**config.mk**
```make
export PLATFORM = sky130hd
export DESIGN_NAME = sram_arbiter_2x1
export DESIGN_NICKNAME = d
export VERILOG_FILES = /design/src/rtl/sram_arbiter_2x1.sv
export SDC_FILE = /design/constraint.sdc
export NUM_CORES = 1
export LEC_CHECK = 0
export ABC_AREA = 1
export CORE_AREA = 4 4 118 120
export DETAILED_ROUTE_END_ITERATION = 6
export DIE_AREA = 0 0 122 124
export PLACE_DENSITY = 0.8
export SLEW_MARGIN = 20
export SYNTH_ARGS = -nofsm -noshare
export SYNTH_HDL_FRONTEND = slang
export SYNTH_SLANG_ARGS = --single-unit
```
**constraint.sdc**
```tcl
create_clock -name clk -period 1.9 [get_ports clk]
set_clock_uncertainty 0.1 [all_clocks]
set_input_delay 0.475 -clock clk [delete_from_list [all_inputs] [get_ports clk]]
set_output_delay 0.475 -clock clk [all_outputs]
set_load 0.03 [all_outputs]
```
**src/rtl/sram_arbiter_2x1.sv**
```systemverilog
`default_nettype none
// ============================================================================
// Module   : sram_arbiter_2x1
// Purpose  : Shares one synchronous SRAM port (1-cycle read latency) between
//            an instruction master (m0) and a data master (m1). Arbitration
//            is round-robin by default; defining SRAM_ARB_DATA_PRIO_EN gives
//            m1 fixed priority.
// Revision : 1.0 - initial release
// ============================================================================
module sram_arbiter_2x1 #(
  parameter int AW = 32,
  parameter int DW = 32
) (
  input  logic              clk,
  input  logic              reset,
  input  logic              m0_en,
  input  logic [DW/8-1:0]   m0_wen,
  input  logic [AW-1:0]     m0_addr,
  input  logic [DW-1:0]     m0_wdata,
  output logic              m0_gnt,
  output logic              m0_rvalid,
  output logic [DW-1:0]     m0_rdata,
  input  logic              m1_en,
  input  logic [DW/8-1:0]   m1_wen,
  input  logic [AW-1:0]     m1_addr,
  input  logic [DW-1:0]     m1_wdata,
  output logic              m1_gnt,
  output logic              m1_rvalid,
  output logic [DW-1:0]     m1_rdata,
  output logic              s_en,
  output logic [DW/8-1:0]   s_wen,
  output logic [AW-1:0]     s_addr,
  output logic [DW-1:0]     s_wdata,
  input  logic [DW-1:0]     s_rdata
);

  localparam int c_BW = DW / 8;

  logic            w_m0_gnt;
  logic            w_m1_gnt;
  logic            w_any_gnt;
  logic            w_m0_rvalid;
  logic            w_m1_rvalid;

  logic            rd_pend_q,  rd_pend_d;
  logic            rd_owner_q, rd_owner_d;
  logic [DW-1:0]   hold0_q,    hold0_d;
  logic [DW-1:0]   hold1_q,    hold1_d;

`ifdef SRAM_ARB_DATA_PRIO_EN
  always_comb begin
    w_m1_gnt = reset & m1_en;
    w_m0_gnt = reset & m0_en & ~m1_en;
  end
`else
  logic            last_gnt_q, last_gnt_d;

  // On a conflict the master that was not granted last wins.
  always_comb begin
    w_m0_gnt = reset & m0_en & (~m1_en | last_gnt_q);
    w_m1_gnt = reset & m1_en & (~m0_en | ~last_gnt_q);
  end

  always_comb begin
    last_gnt_d = last_gnt_q;
    if (w_m0_gnt)      last_gnt_d = 1'b0;
    else if (w_m1_gnt) last_gnt_d = 1'b1;
  end

  always_ff @(posedge clk) begin
    if (!reset) last_gnt_q <= 1'b1;
    else        last_gnt_q <= last_gnt_d;
  end
`endif

  assign w_any_gnt = w_m0_gnt | w_m1_gnt;
  assign m0_gnt    = w_m0_gnt;
  assign m1_gnt    = w_m1_gnt;

  always_comb begin
    s_en    = w_any_gnt;
    s_wen   = '0;
    s_addr  = '0;
    s_wdata = '0;
    if (w_m1_gnt) begin
      s_wen   = m1_wen;
      s_addr  = m1_addr;
      s_wdata = m1_wdata;
    end else if (w_m0_gnt) begin
      s_wen   = m0_wen;
      s_addr  = m0_addr;
      s_wdata = m0_wdata;
    end
  end

  // Gated by reset so a pending return is dropped the moment reset asserts.
  assign w_m0_rvalid = reset & rd_pend_q & ~rd_owner_q;
  assign w_m1_rvalid = reset & rd_pend_q &  rd_owner_q;

  assign m0_rvalid = w_m0_rvalid;
  assign m1_rvalid = w_m1_rvalid;
  assign m0_rdata  = w_m0_rvalid ? s_rdata : hold0_q;
  assign m1_rdata  = w_m1_rvalid ? s_rdata : hold1_q;

  always_comb begin
    rd_pend_d  = 1'b0;
    rd_owner_d = rd_owner_q;
    if (w_m1_gnt) begin
      rd_pend_d  = (m1_wen == {c_BW{1'b0}});
      rd_owner_d = 1'b1;
    end else if (w_m0_gnt) begin
      rd_pend_d  = (m0_wen == {c_BW{1'b0}});
      rd_owner_d = 1'b0;
    end
    hold0_d = w_m0_rvalid ? s_rdata : hold0_q;
    hold1_d = w_m1_rvalid ? s_rdata : hold1_q;
  end

  always_ff @(posedge clk) begin
    if (!reset) begin
      rd_pend_q  <= 1'b0;
      rd_owner_q <= 1'b0;
      hold0_q    <= '0;
      hold1_q    <= '0;
    end else begin
      rd_pend_q  <= rd_pend_d;
      rd_owner_q <= rd_owner_d;
      hold0_q    <= hold0_d;
      hold1_q    <= hold1_d;
    end
  end

endmodule
`default_nettype wire

```
# Word-level counts from Yosys, hierarchy flattened
# Cells that the tools add are included.
word_totals:
  ff_bits: 67
  inputBits: 172
  output_inout_bits: 137
op_classes:
  n_mux: 14
  bitwise: 14
  reduce_logical: 3
op_table:
  columns: ["operator", "count"]
  rows:
  - ["two-way mux 32 bit", 6]
  - ["zero test 4 bit", 2]
  - ["two-way mux 4 bit", 2]
  - ["AND 1 bit", 7]
  - ["two-way mux 1 bit", 6]
  - ["NOT 1 bit", 4]
  - ["bitwise OR 1 bit", 3]
  - ["nonzero test 2 bit", 1]

# Logic depth before layout (Yosys ltp)
depth:
  depth_word: 5
  ltp_mapped: 8

# Least setup slack after synthesis
# Ideal clock, no wire load.
synth_path:
  path_type: "input to output"
  startpoint: "in reset"
  endpoint: "out s_addr[24]"
  t_arrival_ns: 1.287
  required_ns: 1.325
  path_slack_ns: 0.038
  path_stages: 5
  n_path_buf: 1
  path_cell_list: "nand2_1 -> nor2_2 -> buf_4 -> nand2_1 -> nand2_1"
synth_via:
  word_cells_on_any_way: 6
  classes_between: "mux: 2; bitwise: 4"
synth_lines:
  columns: ["item", "line_no", "source"]
  rows:
  - ["from (decl)", "15", "input logic reset,"]
  - ["AND 1 bit (2 in series)", "61", "w_m1_gnt = reset & m1_en & (~m0_en | ~last_gnt_q);"]
  - ["net m1_gnt", "27", "output logic m1_gnt,"]
  - ["two-way mux 32 bit", "85", "if (w_m1_gnt) begin"]
  - ["to (decl)", "32", "output logic [AW-1:0] s_addr,"]
# The timed path passes the listed nets, and every way through them passes these cells.

# Final worst setup path
layout_path:
  startpoint: "reg rd_pend_q"
  endpoint: "out m1_rdata[7]"
layout_via:
  elab_chain_len: 3
layout_lines:
  columns: ["item", "line_no", "source"]
  rows:
  - ["from (decl)", "45", "logic rd_pend_q, rd_pend_d;"]
  - ["from (signal assigned)", "126", "rd_pend_q <= rd_pend_d;"]
  - ["AND 1 bit (2 in series)", "98", "assign w_m1_rvalid = reset & rd_pend_q & rd_owner_q;"]
  - ["two-way mux 32 bit", null, null]
  - ["to (decl)", "29", "output logic [DW-1:0] m1_rdata,"]
# No other way between the ends.

==> metrics <==
total power=5.35 mW; initial DRC count=approximately 720; Layout Nets=approximately 1400; failing checks=negative setup slack; Critical path origin=rd_pend_q; Worst Setup EP=m1_rdata[7]; Final ANT Viol Nets=0; RSZ-0062 raised after global routing=yes; most frequent cells in the layout=163 x clkdlybuf4s50_1, 136 x nand2_4, 136 x nand2_2, 123 x buf_4, 112 x inv_1; core box area=13000 um2; CP startpoint kind=flop; CTS sink cnt=67; Critical R2R Capture=hold1_q[7]; DRC violations left=0; Synth Area in Adders=0%; largest family of logic cells by synthesized area=simple AND/OR/NAND/NOR gates; CP cell instances=buf_8, buf_4, buf_6, nand4_1, nand2_4, inv_2, buf_6; Hold Crit Class=input pin to flop; first-pass GRT wire length=39.0 mm; I/O Buffers=roughly 310; Synthesized Nets=929; Synth Register Bits=67; FMAX=423 MHz; Die H=124 um; Min Hold Slack=between 300 and 400 ps; post-DP HPWL=16.4 mm; area of the mapped netlist=4180 um2; xor/xnor share of the synthesized area=0%; Slew Viols, Final=0; drt total wl=32.4 mm; Slew headroom=around 63%; Slew @ Worst Pin=between 500 and 600 ps; Max stage delay on crit path=420 ps; Placed Cells=1294; CP max stage cell=dfxtp_4; initial antenna violation count=5; Die W=roughly 120 um; Core Util, Final=between 80% and 90%; routed len/inst=23.2 um; Final Cell Area=11400 um2; vias in the first global route=7036; critical path's most frequent cell=buf_6; Seq/Total Area, Yosys=around a third; Static Leak=5.99 nW; FF-to-FF setup slack=-360 ps; Final Hold Vio Count=0; # Max-Cap Violations=0; post-route setup TNS=-30280 ps; Total GRT Usage=approximately a third; Filler Cells Inserted=599; Worst Path Required=approximately 1300 ps; clock latency at the later pin of the worst-skew pair=330 ps; drt first pass iters=6; gr ovfl total=0; post-synth cell types=16; Root Driver=clkbuf_16; pwr dens=471 nW/um2; syn_area_per_cell=5.53 um2; CTS tree=done; cts bufs inserted=9; Crit path arrival time=around 1800 ps; Ports=309; Syn Inst Count=757; GPL Wtd Cong=0.970; Bufs on Longest Clock Path=2; post-synthesis mux area share=0%; Compound-Gate Fraction of Synth Area=0.329%; Syn-to-layout area delta=172%; Synth Area in Simple Gates=46.0%; Initial Util=32.2%; CTS H-tree lvls=3; Worst-path clk slew=60 ps; Die ar.=15100 um2; most common cell after layout, fill and taps aside=clkdlybuf4s50_1; fin crit period=2360 ps; Peak VDD IR=~0.00045 V; Reg2Reg Launch Point=rd_pend_q; layout cells sized above 1=55.2%; Placed Area=8220 um2; Ys Warns=0; status=complete, but fails checks; pre-CTS WS=-636 ps; Vias per Instance=about 5.2; Final setup viols=140; CP Max Fanout=9; Finished Layout Cells=1397; Setup WS post-layout=-465 ps; Worst Reg-to-Reg Cells=13; critical path class=flop to primary output; Rows=42; routed vias=~7300; Setup crit end kind=primary output; largest net degree at the start of global routing=28; final worst-path cycle share=124%
[cell type report]
cell class              instances  area, um2  area share [%]
repair buffers                488       5480            48.2
multi-input cells             482       3320            29.2
flip-flops and latches         67       1350            11.9
inverters                     167        647            5.69
clock buffers                  10        239            2.10
well taps                     176        220            1.94
clock inverters                 6        111           0.979
diodes                          1       2.50          0.0220
[routing by layer]
| layer | track usage, % | up-vias | wire length, um |
|---|---|---|---|
| li1 | - | 3086 | - |
| met1 | 35.8 | 3360 | 10200 |
| met2 | 61.9 | 580 | 15900 |
| met3 | 11.0 | 231 | 3430 |
| met4 | 16.7 | 8 | 2810 |
| met5 | 0 | - | 61 |
[worst min path at each step]
stage / from / end / slack, ps / depth (start not counted)
5_1_grt: m0_en / last_gnt_q / 360 / 2
3_5_place_dp: last_gnt_q / last_gnt_q / 400 / 2
2_1_floorplan: last_gnt_q / last_gnt_q / 370 / 2
4_1_cts: m0_en / last_gnt_q / 310 / 2
6_report: m0_en / last_gnt_q / 360 / 2
3_3_place_gp: last_gnt_q / last_gnt_q / 390 / 2
[cell usage after synthesis]
cell	number	area, um2
nand2_1	374	1400
inv_1	164	616
nor2_1	68	255
dfxtp_1	67	1340
nand4_1	33	206
buf_2	14	70.1
buf_4	14	105
buf_6	7	78.8
clkbuf_1	6	22.5
inv_2	3	11.3
nand3_4	2	35.0
and2_1	1	6.26
nor2_2	1	6.26
nor2_4	1	11.3
o211ai_1	1	7.51
o22ai_1	1	6.26
[critical path, delay by kind of cell (launching register included)]
kind,cells,cell delay [ps]
buffers and inverters,5,550
flip-flops,1,420
AND/OR/NAND/NOR,2,480
[kinds of logic after synthesis]
family,after synthesis
DFF,67
buffers and inverters,208
AOI/OAI and AO/OA,2
and+or+nand+nor,480
[where the power goes]
| part | internal (mW) | switching (mW) | leakage (nW) | total (mW) |
|---|---|---|---|---|
| registers | 1.42 | 0.0114 | 0.542 | 1.43 |
| clock network | 1.32 | 0.716 | 0.169 | 2.04 |
| logic | 0.955 | 0.932 | 5.28 | 1.89 |
| total | 3.69 | 1.66 | 5.99 | 5.35 |
[state kept, by name, summed over array words and instances, names as in the netlist]
signal and cells:
hold0_q 32, hold1_q 32, last_gnt_q 1, rd_owner_q 1, rd_pend_q 1
[what timing repair did]
| action | 4_1_cts | 5_1_grt |
|---|---|---|
| pin swaps | 77 | 68 |
| endpoints found under the setup margin | 137 | 141 |
| setup buffers | 69 | 24 |
| resized for setup | 463 | 261 |
| cloned | 11 | 3 |
| hold buffers | 0 | 0 |
(Power assumes the default switching activity.)
